===== src/rtl/multicycle_control_pkg.sv =====
// rtl/multicycle_control_pkg.sv - shared encodings for the multi-cycle RV32 subset control FSM
//
// Purpose: opcode constants, ALU operation codes, ALU source mux encodings
//          and the 4-bit state encoding used by multicycle_control and its
//          datapath neighbours.
// Ports:   none (package)
package multicycle_control_pkg;

    // Supported opcodes (IR[6:0])
    localparam logic [6:0] OPC_RTYPE  = 7'b0110011;
    localparam logic [6:0] OPC_ITYPE  = 7'b0010011;
    localparam logic [6:0] OPC_LOAD   = 7'b0000011;
    localparam logic [6:0] OPC_STORE  = 7'b0100011;
    localparam logic [6:0] OPC_BRANCH = 7'b1100011;

    // alu_op codes consumed by the ALU control decoder
    localparam logic [1:0] ALUOP_ADD   = 2'b00;
    localparam logic [1:0] ALUOP_SUB   = 2'b01;
    localparam logic [1:0] ALUOP_FUNCT = 2'b10;

    // ALU operand A mux
    localparam logic [1:0] SRCA_PC    = 2'b00;
    localparam logic [1:0] SRCA_REG   = 2'b01;
    localparam logic [1:0] SRCA_OLDPC = 2'b10;

    // ALU operand B mux
    localparam logic [1:0] SRCB_REG  = 2'b00;
    localparam logic [1:0] SRCB_FOUR = 2'b01;
    localparam logic [1:0] SRCB_IMM  = 2'b10;

    // FSM state encoding; IDLE must stay at zero so a cleared register is safe
    typedef logic [3:0] state_t;
    localparam state_t ST_IDLE      = 4'd0;
    localparam state_t ST_FETCH     = 4'd1;
    localparam state_t ST_DECODE    = 4'd2;
    localparam state_t ST_EXEC_R    = 4'd3;
    localparam state_t ST_EXEC_I    = 4'd4;
    localparam state_t ST_ALU_WB    = 4'd5;
    localparam state_t ST_MEM_ADDR  = 4'd6;
    localparam state_t ST_MEM_READ  = 4'd7;
    localparam state_t ST_MEM_WB    = 4'd8;
    localparam state_t ST_MEM_WRITE = 4'd9;
    localparam state_t ST_BRANCH    = 4'd10;

    // DECODE dispatch: first state of the execute phase, or FETCH when the
    // opcode is not part of the supported subset.
    function automatic state_t decode_dispatch(input logic [6:0] opc);
        state_t nxt;
        case (opc)
            OPC_RTYPE:            nxt = ST_EXEC_R;
            OPC_ITYPE:            nxt = ST_EXEC_I;
            OPC_LOAD, OPC_STORE:  nxt = ST_MEM_ADDR;
            OPC_BRANCH:           nxt = ST_BRANCH;
            default:              nxt = ST_FETCH;
        endcase
        return nxt;
    endfunction

endpackage


===== src/rtl/multicycle_control.sv =====
// rtl/multicycle_control.sv - main control FSM for the multi-cycle RV32 subset datapath
//
// Purpose: sequences shared ALU, unified memory, IR and register file over
//          3-5 cycles per instruction (R-type, addi, lw, sw, beq).
// Ports:
//   clk, reset                 clock, asynchronous active-high reset
//   opcode[6:0]                IR[6:0], sampled in DECODE and MEM_ADDR only
//   mem_ready                  memory access completes this cycle
//   pc_write, pc_write_cond    unconditional / zero-conditional PC load
//   pc_source                  0=ALU result, 1=ALUOut
//   i_or_d                     memory address: 0=PC, 1=ALUOut
//   mem_read, mem_write        memory requests (never both)
//   ir_write                   IR load
//   mem_to_reg, reg_write      writeback source and enable
//   alu_src_a[1:0]             00=PC, 01=reg A, 10=old PC
//   alu_src_b[1:0]             00=reg B, 01=4, 10=imm
//   alu_op[1:0]                00=add, 01=sub, 10=funct
//   instr_done                 pulse in the final state of each legal instruction
//   illegal_op                 pulse in DECODE for an unsupported opcode
module multicycle_control
    import multicycle_control_pkg::*;
(
    input  logic       clk,
    input  logic       reset,
    input  logic [6:0] opcode,
    input  logic       mem_ready,
    output logic       pc_write,
    output logic       pc_write_cond,
    output logic       pc_source,
    output logic       i_or_d,
    output logic       mem_read,
    output logic       mem_write,
    output logic       ir_write,
    output logic       mem_to_reg,
    output logic       reg_write,
    output logic [1:0] alu_src_a,
    output logic [1:0] alu_src_b,
    output logic [1:0] alu_op,
    output logic       instr_done,
    output logic       illegal_op
);

    state_t state_q;
    state_t state_d;

    // Asynchronous reset clears the state at once; since every output is
    // decoded from state_q, an in-flight memory request drops immediately.
    always_ff @(posedge clk or posedge reset) begin
        if (reset) begin
            state_q <= ST_IDLE;
        end else begin
            state_q <= state_d;
        end
    end

    // Next-state logic
    always_comb begin
        state_d = ST_IDLE;
        case (state_q)
            ST_IDLE:      state_d = ST_FETCH;
            ST_FETCH:     state_d = mem_ready ? ST_DECODE : ST_FETCH;
            ST_DECODE:    state_d = decode_dispatch(opcode);
            ST_EXEC_R:    state_d = ST_ALU_WB;
            ST_EXEC_I:    state_d = ST_ALU_WB;
            ST_ALU_WB:    state_d = ST_FETCH;
            ST_MEM_ADDR: begin
                // The IR still holds lw or sw here; anything else means the
                // IR was disturbed, so restart cleanly from IDLE.
                if (opcode == OPC_LOAD) begin
                    state_d = ST_MEM_READ;
                end else if (opcode == OPC_STORE) begin
                    state_d = ST_MEM_WRITE;
                end else begin
                    state_d = ST_IDLE;
                end
            end
            ST_MEM_READ:  state_d = mem_ready ? ST_MEM_WB : ST_MEM_READ;
            ST_MEM_WB:    state_d = ST_FETCH;
            ST_MEM_WRITE: state_d = mem_ready ? ST_FETCH : ST_MEM_WRITE;
            ST_BRANCH:    state_d = ST_FETCH;
            default:      state_d = ST_IDLE;
        endcase
    end

    // Output decode (Moore plus mem_ready qualification)
    always_comb begin
        pc_write      = 1'b0;
        pc_write_cond = 1'b0;
        pc_source     = 1'b0;
        i_or_d        = 1'b0;
        mem_read      = 1'b0;
        mem_write     = 1'b0;
        ir_write      = 1'b0;
        mem_to_reg    = 1'b0;
        reg_write     = 1'b0;
        alu_src_a     = SRCA_PC;
        alu_src_b     = SRCB_REG;
        alu_op        = ALUOP_ADD;
        instr_done    = 1'b0;
        illegal_op    = 1'b0;
        case (state_q)
            ST_FETCH: begin
                // PC+4 is computed every FETCH cycle but only committed,
                // together with the IR load, when the read returns.
                mem_read  = 1'b1;
                alu_src_b = SRCB_FOUR;
                ir_write  = mem_ready;
                pc_write  = mem_ready;
            end
            ST_DECODE: begin
                // Speculative branch target (old PC + imm) lands in ALUOut.
                alu_src_a  = SRCA_OLDPC;
                alu_src_b  = SRCB_IMM;
                illegal_op = (decode_dispatch(opcode) == ST_FETCH);
            end
            ST_EXEC_R: begin
                alu_src_a = SRCA_REG;
                alu_src_b = SRCB_REG;
                alu_op    = ALUOP_FUNCT;
            end
            ST_EXEC_I, ST_MEM_ADDR: begin
                alu_src_a = SRCA_REG;
                alu_src_b = SRCB_IMM;
            end
            ST_ALU_WB: begin
                reg_write  = 1'b1;
                instr_done = 1'b1;
            end
            ST_MEM_READ: begin
                mem_read = 1'b1;
                i_or_d   = 1'b1;
            end
            ST_MEM_WB: begin
                reg_write  = 1'b1;
                mem_to_reg = 1'b1;
                instr_done = 1'b1;
            end
            ST_MEM_WRITE: begin
                mem_write  = 1'b1;
                i_or_d     = 1'b1;
                instr_done = mem_ready;
            end
            ST_BRANCH: begin
                // rs1 - rs2 sets zero; PC takes the DECODE target from ALUOut.
                alu_src_a     = SRCA_REG;
                alu_src_b     = SRCB_REG;
                alu_op        = ALUOP_SUB;
                pc_write_cond = 1'b1;
                pc_source     = 1'b1;
                instr_done    = 1'b1;
            end
            default: begin
            end
        endcase
    end

endmodule


===== config.mk =====
export PLATFORM = sky130hd
export DESIGN_NAME = multicycle_control
export DESIGN_NICKNAME = d
export VERILOG_FILES = /design/src/rtl/multicycle_control_pkg.sv /design/src/rtl/multicycle_control.sv
export SDC_FILE = /design/constraint.sdc
export NUM_CORES = 1
export LEC_CHECK = 0
export ABC_CLOCK_PERIOD_IN_PS = 1500
export BUFFER_PORTS_ARGS = -buffer_cell sky130_fd_sc_hd__buf_2
export CAP_MARGIN = 20
export CORE_AREA = 8 8 45 47
export CTS_BUF_LIST = sky130_fd_sc_hd__clkbuf_2 sky130_fd_sc_hd__clkbuf_4 sky130_fd_sc_hd__clkbuf_8
export CTS_CLUSTER_DIAMETER = 60
export DETAILED_ROUTE_END_ITERATION = 10
export DIE_AREA = 0 0 53 55
export GPL_ROUTABILITY_DRIVEN = 0
export HOLD_SLACK_MARGIN = 0.06
export PLACE_DENSITY = 0.69
export SLEW_MARGIN = 20
export SYNTH_ARGS = -nofsm -noshare
export SYNTH_HDL_FRONTEND = slang
export SYNTH_SLANG_ARGS = --single-unit

===== constraint.sdc =====
create_clock -name clk -period 1.5 [get_ports clk]
set_input_delay 0.15 -clock clk [delete_from_list [all_inputs] [get_ports clk]]
set_output_delay 0.15 -clock clk [all_outputs]
set_load 0.02 [all_outputs]

# == Yosys cells after proc, flatten, opt, wreduce, memory -nomap -nowiden ==
# Cells that the tools add are included.
# word_totals
ff_bits,4
in_bits,10
word_cells,47
# op_classes
n_eq_ne,16
muxes,20
n_reduce_logical,10
# ops
op,n
$pmux W4 S7,1
$mux W4,5
$eq A4 B3 Y1 const B,4
$pmux W4 S4,1
$eq A7 B6 Y1 const B,2
$eq A4 B4 Y1 const B,3
$pmux W2 S2,3
$reduce_or A2 Y1,5
$eq A4 B1 Y1 const B,2
$eq A4 B2 Y1 const B,2
$mux W1,8
$reduce_or A4 Y1,2
$eq A7 B2 Y1 const B,1
$eq A7 B5 Y1 const B,1
$eq A7 B7 Y1 const B,1
$reduce_or A3 Y1,2
$logic_not A4 Y1,1
$mux W2,1
$pmux W1 S2,1

# == Longest topological paths before layout ==
# depth
ltp_word,6
depth_mapped,7
depth_no_buf,6

# == Least setup slack after synthesis ==
# Ideal clock, no wire load.
# synth_timing
path_kind,flip-flop to output port
start,register state_q[2]
end,output alu_op[0]
t_arrival_ps,1639
required_ps,1350
path_slack_ps,-289
path_stages_with_launch,5
path_cell_list,dfrtp_1 -> buf_4 -> nand2b_1 -> nor3b_1 -> buf_4
# synth_between
elab_chain_cells,2
elab_cells_between_ends,3
classes_between,2 x eq/ne; 1 x mux
# synth_rtl
element,line,text
"start, declared",multicycle_control.sv:43,state_t state_q;
"start signal, assigned",multicycle_control.sv:52,state_q <= state_d;
$eq A4 B4 Y1 / $eq A4 B2 Y1 (equally long branches),multicycle_control.sv:101,case (state_q)
$pmux W2 S2 *,multicycle_control.sv:101,
"end, declared",multicycle_control.sv:38,"output logic [1:0] alu_op,"
# Mark *: on every way between the ends. The rest lies on a longest branch, timed or not.

# == Final worst setup path ==
# layout_timing
start,register state_q[2]
end,output i_or_d
# layout_between
elab_chain_cells,3
elab_cells_between_ends,4
classes_between,2 x eq/ne; 1 x mux; 1 x reduce/logical
# layout_rtl
element,line,text
$eq A4 B4 Y1 / $eq A4 B3 Y1 (equally long branches),multicycle_control.sv:101,
$reduce_or A2 Y1 (no source line) *,-,
$mux W1 *,multicycle_control.sv:101,
"end, declared",multicycle_control.sv:30,"output logic i_or_d,"
# Marks and branches as above.

==> summary.md <==
| Metric | Value |
|---|---|
| Yosys cell types | 36 |
| Total track usage | between 10% and 20% |
| Setup TNS Final | -0.0229 ns |
| DRC viols | 0 |
| Core Util, Final | 62.8% |
| Worst hold path type | primary input to flop |
| Critical path class | flop to primary output |
| Top post-synthesis cells by area | dfrtp_1 19%, buf_4 7.1%, a21oi_1 5.7% |
| Die ar. | around 3000 µm² |
| Min Hold Slack | between 0.15 and 0.2 ns |
| Die width | between 50 and 60 µm |
| Critical path launch point type | flop |
| CTS clk-pin slew, worst paths | ~0.040 ns |
| CTS sink cnt | 4 |
| Max_cap viols | 0 |
| Initial drt markers | 14 |
| PortBufs | 26 |
| CTS tree | done |
| Synth Area in Compound Gates | about 22% |
| Yosys top cell area share | between 10% and 20% |
| Fin. max-slew vios | 0 |
| Clk_skew | 0.00927 ns |
| CTS root buffer | clkbuf_4 |
| Overflow after GRT | 0 |
| Status | complete, but fails checks |
| Worst Max-Slew Pin Slew | 0.302 ns |
| Cell Area, Synth | about 530 µm² |
| Critical path peak fanout | 8 |
| Die Height | ~55 µm |
| Area growth from synthesis to layout | 64.3% |
| Sequential area share after synthesis | about a fifth |
| Io pins | 27 |
| Total number of H-tree levels | 1 |
| Biggest regs | state_q (4) |
| Power per cell area | 1700 nW/µm² |
| Clk_lat worst skew | about 0.24 ns |
| Arrival time at the worst endpoint | around 1.4 ns |
| Antenna Violating Nets Remaining | 0 |
| First-pass GRT wire length | roughly 2600 µm |
| Routed len/inst | approximately 13 µm |
| Slew Limit Headroom | between 70% and 80% |
| Core area | between 1000 and 1500 µm² |
| Synthesized net count | 86 |
| Fill cells | approximately 130 |
| Peak supply drop | slightly below 0.001 V |
| Final cycle utilization of the critical path | 102% |
| Yosys warns | 0 |
| Critical Path RT | 1.35 ns |
| Mux share of post-synthesis cell area | under 10% |
| Static leakage | 0.433 nW |
| Synth Instances | 76 |
| Initial antenna violation count | 0 |
| Async SR Flop Fraction | 100% |
| Routed vias | roughly 660 |
| Fin worst setup slack | -0.0229 ns |
| Unrepaired setup endpoints after global routing | true |
| EDFF count, synth | 0 |
| Pre-Repair DR Iteration Count | 4 |
| Fin nets | 121 |
| Mean number of vias per cell | ~5.3 |
| Max reg flops | 4 |
| Post-Synth Simple-Gate Area | 36.4% |
| Max Root-Sink Buffers | 2 |
| Ant. Diodes | 0 |
| Vias in the first global route | between 600 and 700 |
| Top cells by count, synth | 8 x nand2_1, 8 x nor2_1, 6 x a21oi_1 |
| Adder-cell share of the synthesized area | under 10% |
| Synth Register Bits | 4 |
| Main combinational cell family by area after synthesis | simple AND/OR/NAND/NOR gates |
| Fmax | 657 MHz |
| Most common flop cell mapped by yosys | dfrtp_1 |
| Largest area contributor in the netlist | dfrtp_1 |
| Row cnt | 14 |
| Min cycle time layout | around 1.5 ns |
| WL final | between 1500 and 2000 µm |
| Failing checks | setup timing |
| Hold Vio Cnt, Final | 0 |
| Initial Util | 38.2% |
| Largest net degree at the start of global routing | 9 |
| Layout cells sized above 1 | 56.0% |
| Endpoints failing setup | 1 |
| Detailed Place HPWL | ~1300 µm |
| Most flop-heavy register | state_q |
| CTS buffer count | 3 |
| CP endpoint kind | primary output |
| Avg Cell Area, Syn | between 6 and 7 µm² |
| Xor/xnor share of the synthesized area | 3.31% |
## layout by cell type, fill, tap and decap left out, types with 2 or more instances in the layout
master and instances:
o22ai_1 3, buf_4 15, nand2_1 7, a21oi_1 5, nand2b_1 3, dfrtp_2 4, clkbuf_4 3, o21ai_1 2
mux2i_1 2, buf_2 15, buf_6 7, nor2_1 7, inv_1 4, nor2_2 2, nor2b_2 2
## what timing repair did
action / in CTS / in global routing
buffers inserted: 3 / 1
setup endpoints to repair: 10 / 12
gates resized for setup: 13 / 24
hold endpoints to repair: 4 / 0
pin swaps: 0 / 2
hold buffers: 1 / 0
## final cells by class
class | instances | area (µm²) | area share (%)
tap | 16 | 20.0 | 2.30
multi-input combinational | 59 | 427 | 49.1
timing repair buffer | 38 | 277 | 31.8
sequential | 4 | 105 | 12.1
inverter | 5 | 18.8 | 2.16
clock buffer | 3 | 22.5 | 2.59
## worst paths after layout
| check | from | endpoint | slack, ns | cells past startpoint |
|---|---|---|---|---|
| setup / recovery | state_q[2]$_DFF_PP0_ | i_or_d | -0.02 | 3 |
| hold / removal | opcode[5] | state_q[1]$_DFF_PP0_ | 0.20 | 2 |
| setup reg to reg | state_q[2]$_DFF_PP0_ | state_q[0]$_DFF_PP0_ | 0.09 | 4 |
| hold reg to reg | state_q[3]$_DFF_PP0_ | state_q[2]$_DFF_PP0_ | 0.67 | 2 |
| max in group asynchronous | reset | state_q[1]$_DFF_PP0_ | 0.99 | 3 |
| min in group asynchronous | reset | state_q[3]$_DFF_PP0_ | 0.34 | 3 |
## logic make-up (layout without fill, tap and decap cells)
logic type | Yosys count | after routing
simple gates | 35 | 35
compound gates | 19 | 19
flops | 4 | 4
mux | 2 | 2
fa+ha+maj | 1 | 1
buf+inv | 13 | 46
xor+xnor | 2 | 2
## through the flow
stage                     cell area [µm²]  setup WS, ns  power (mW)  instances
final                                 870       -0.0229        1.48        125
after floorplan                       546        0.0572       0.846         76
after global placement                697        0.0852        1.12        117
after detailed placement              697        0.0829        1.14        117
after CTS                             782       -0.0284        1.38        124
after global routing                  870       -0.0739        1.59        125
## worst max-delay path, stage by stage, from the launching register on
cell,delay (ns)
dfrtp_2,0.45
or3b_4,0.41
a21boi_2,0.14
buf_6,0.13
## per-layer routing
metal  vias to the layer above  part of all wire [%]  GRT usage [%]
met5                         -                     0              0
met4                         0                  0.59           6.47
met1                       293                    41           12.1
met2                        32                    49           21.3
li1                        332                     -              -
met3                         2                   8.8           3.48
## power breakdown
group / switching [mW] / internal, mW
sequential: 0.0703 / 0.152
combinational: 0.597 / 0.523
clock: 0.0477 / 0.0897
No activity file was read; power rests on OpenSTA's default activity.
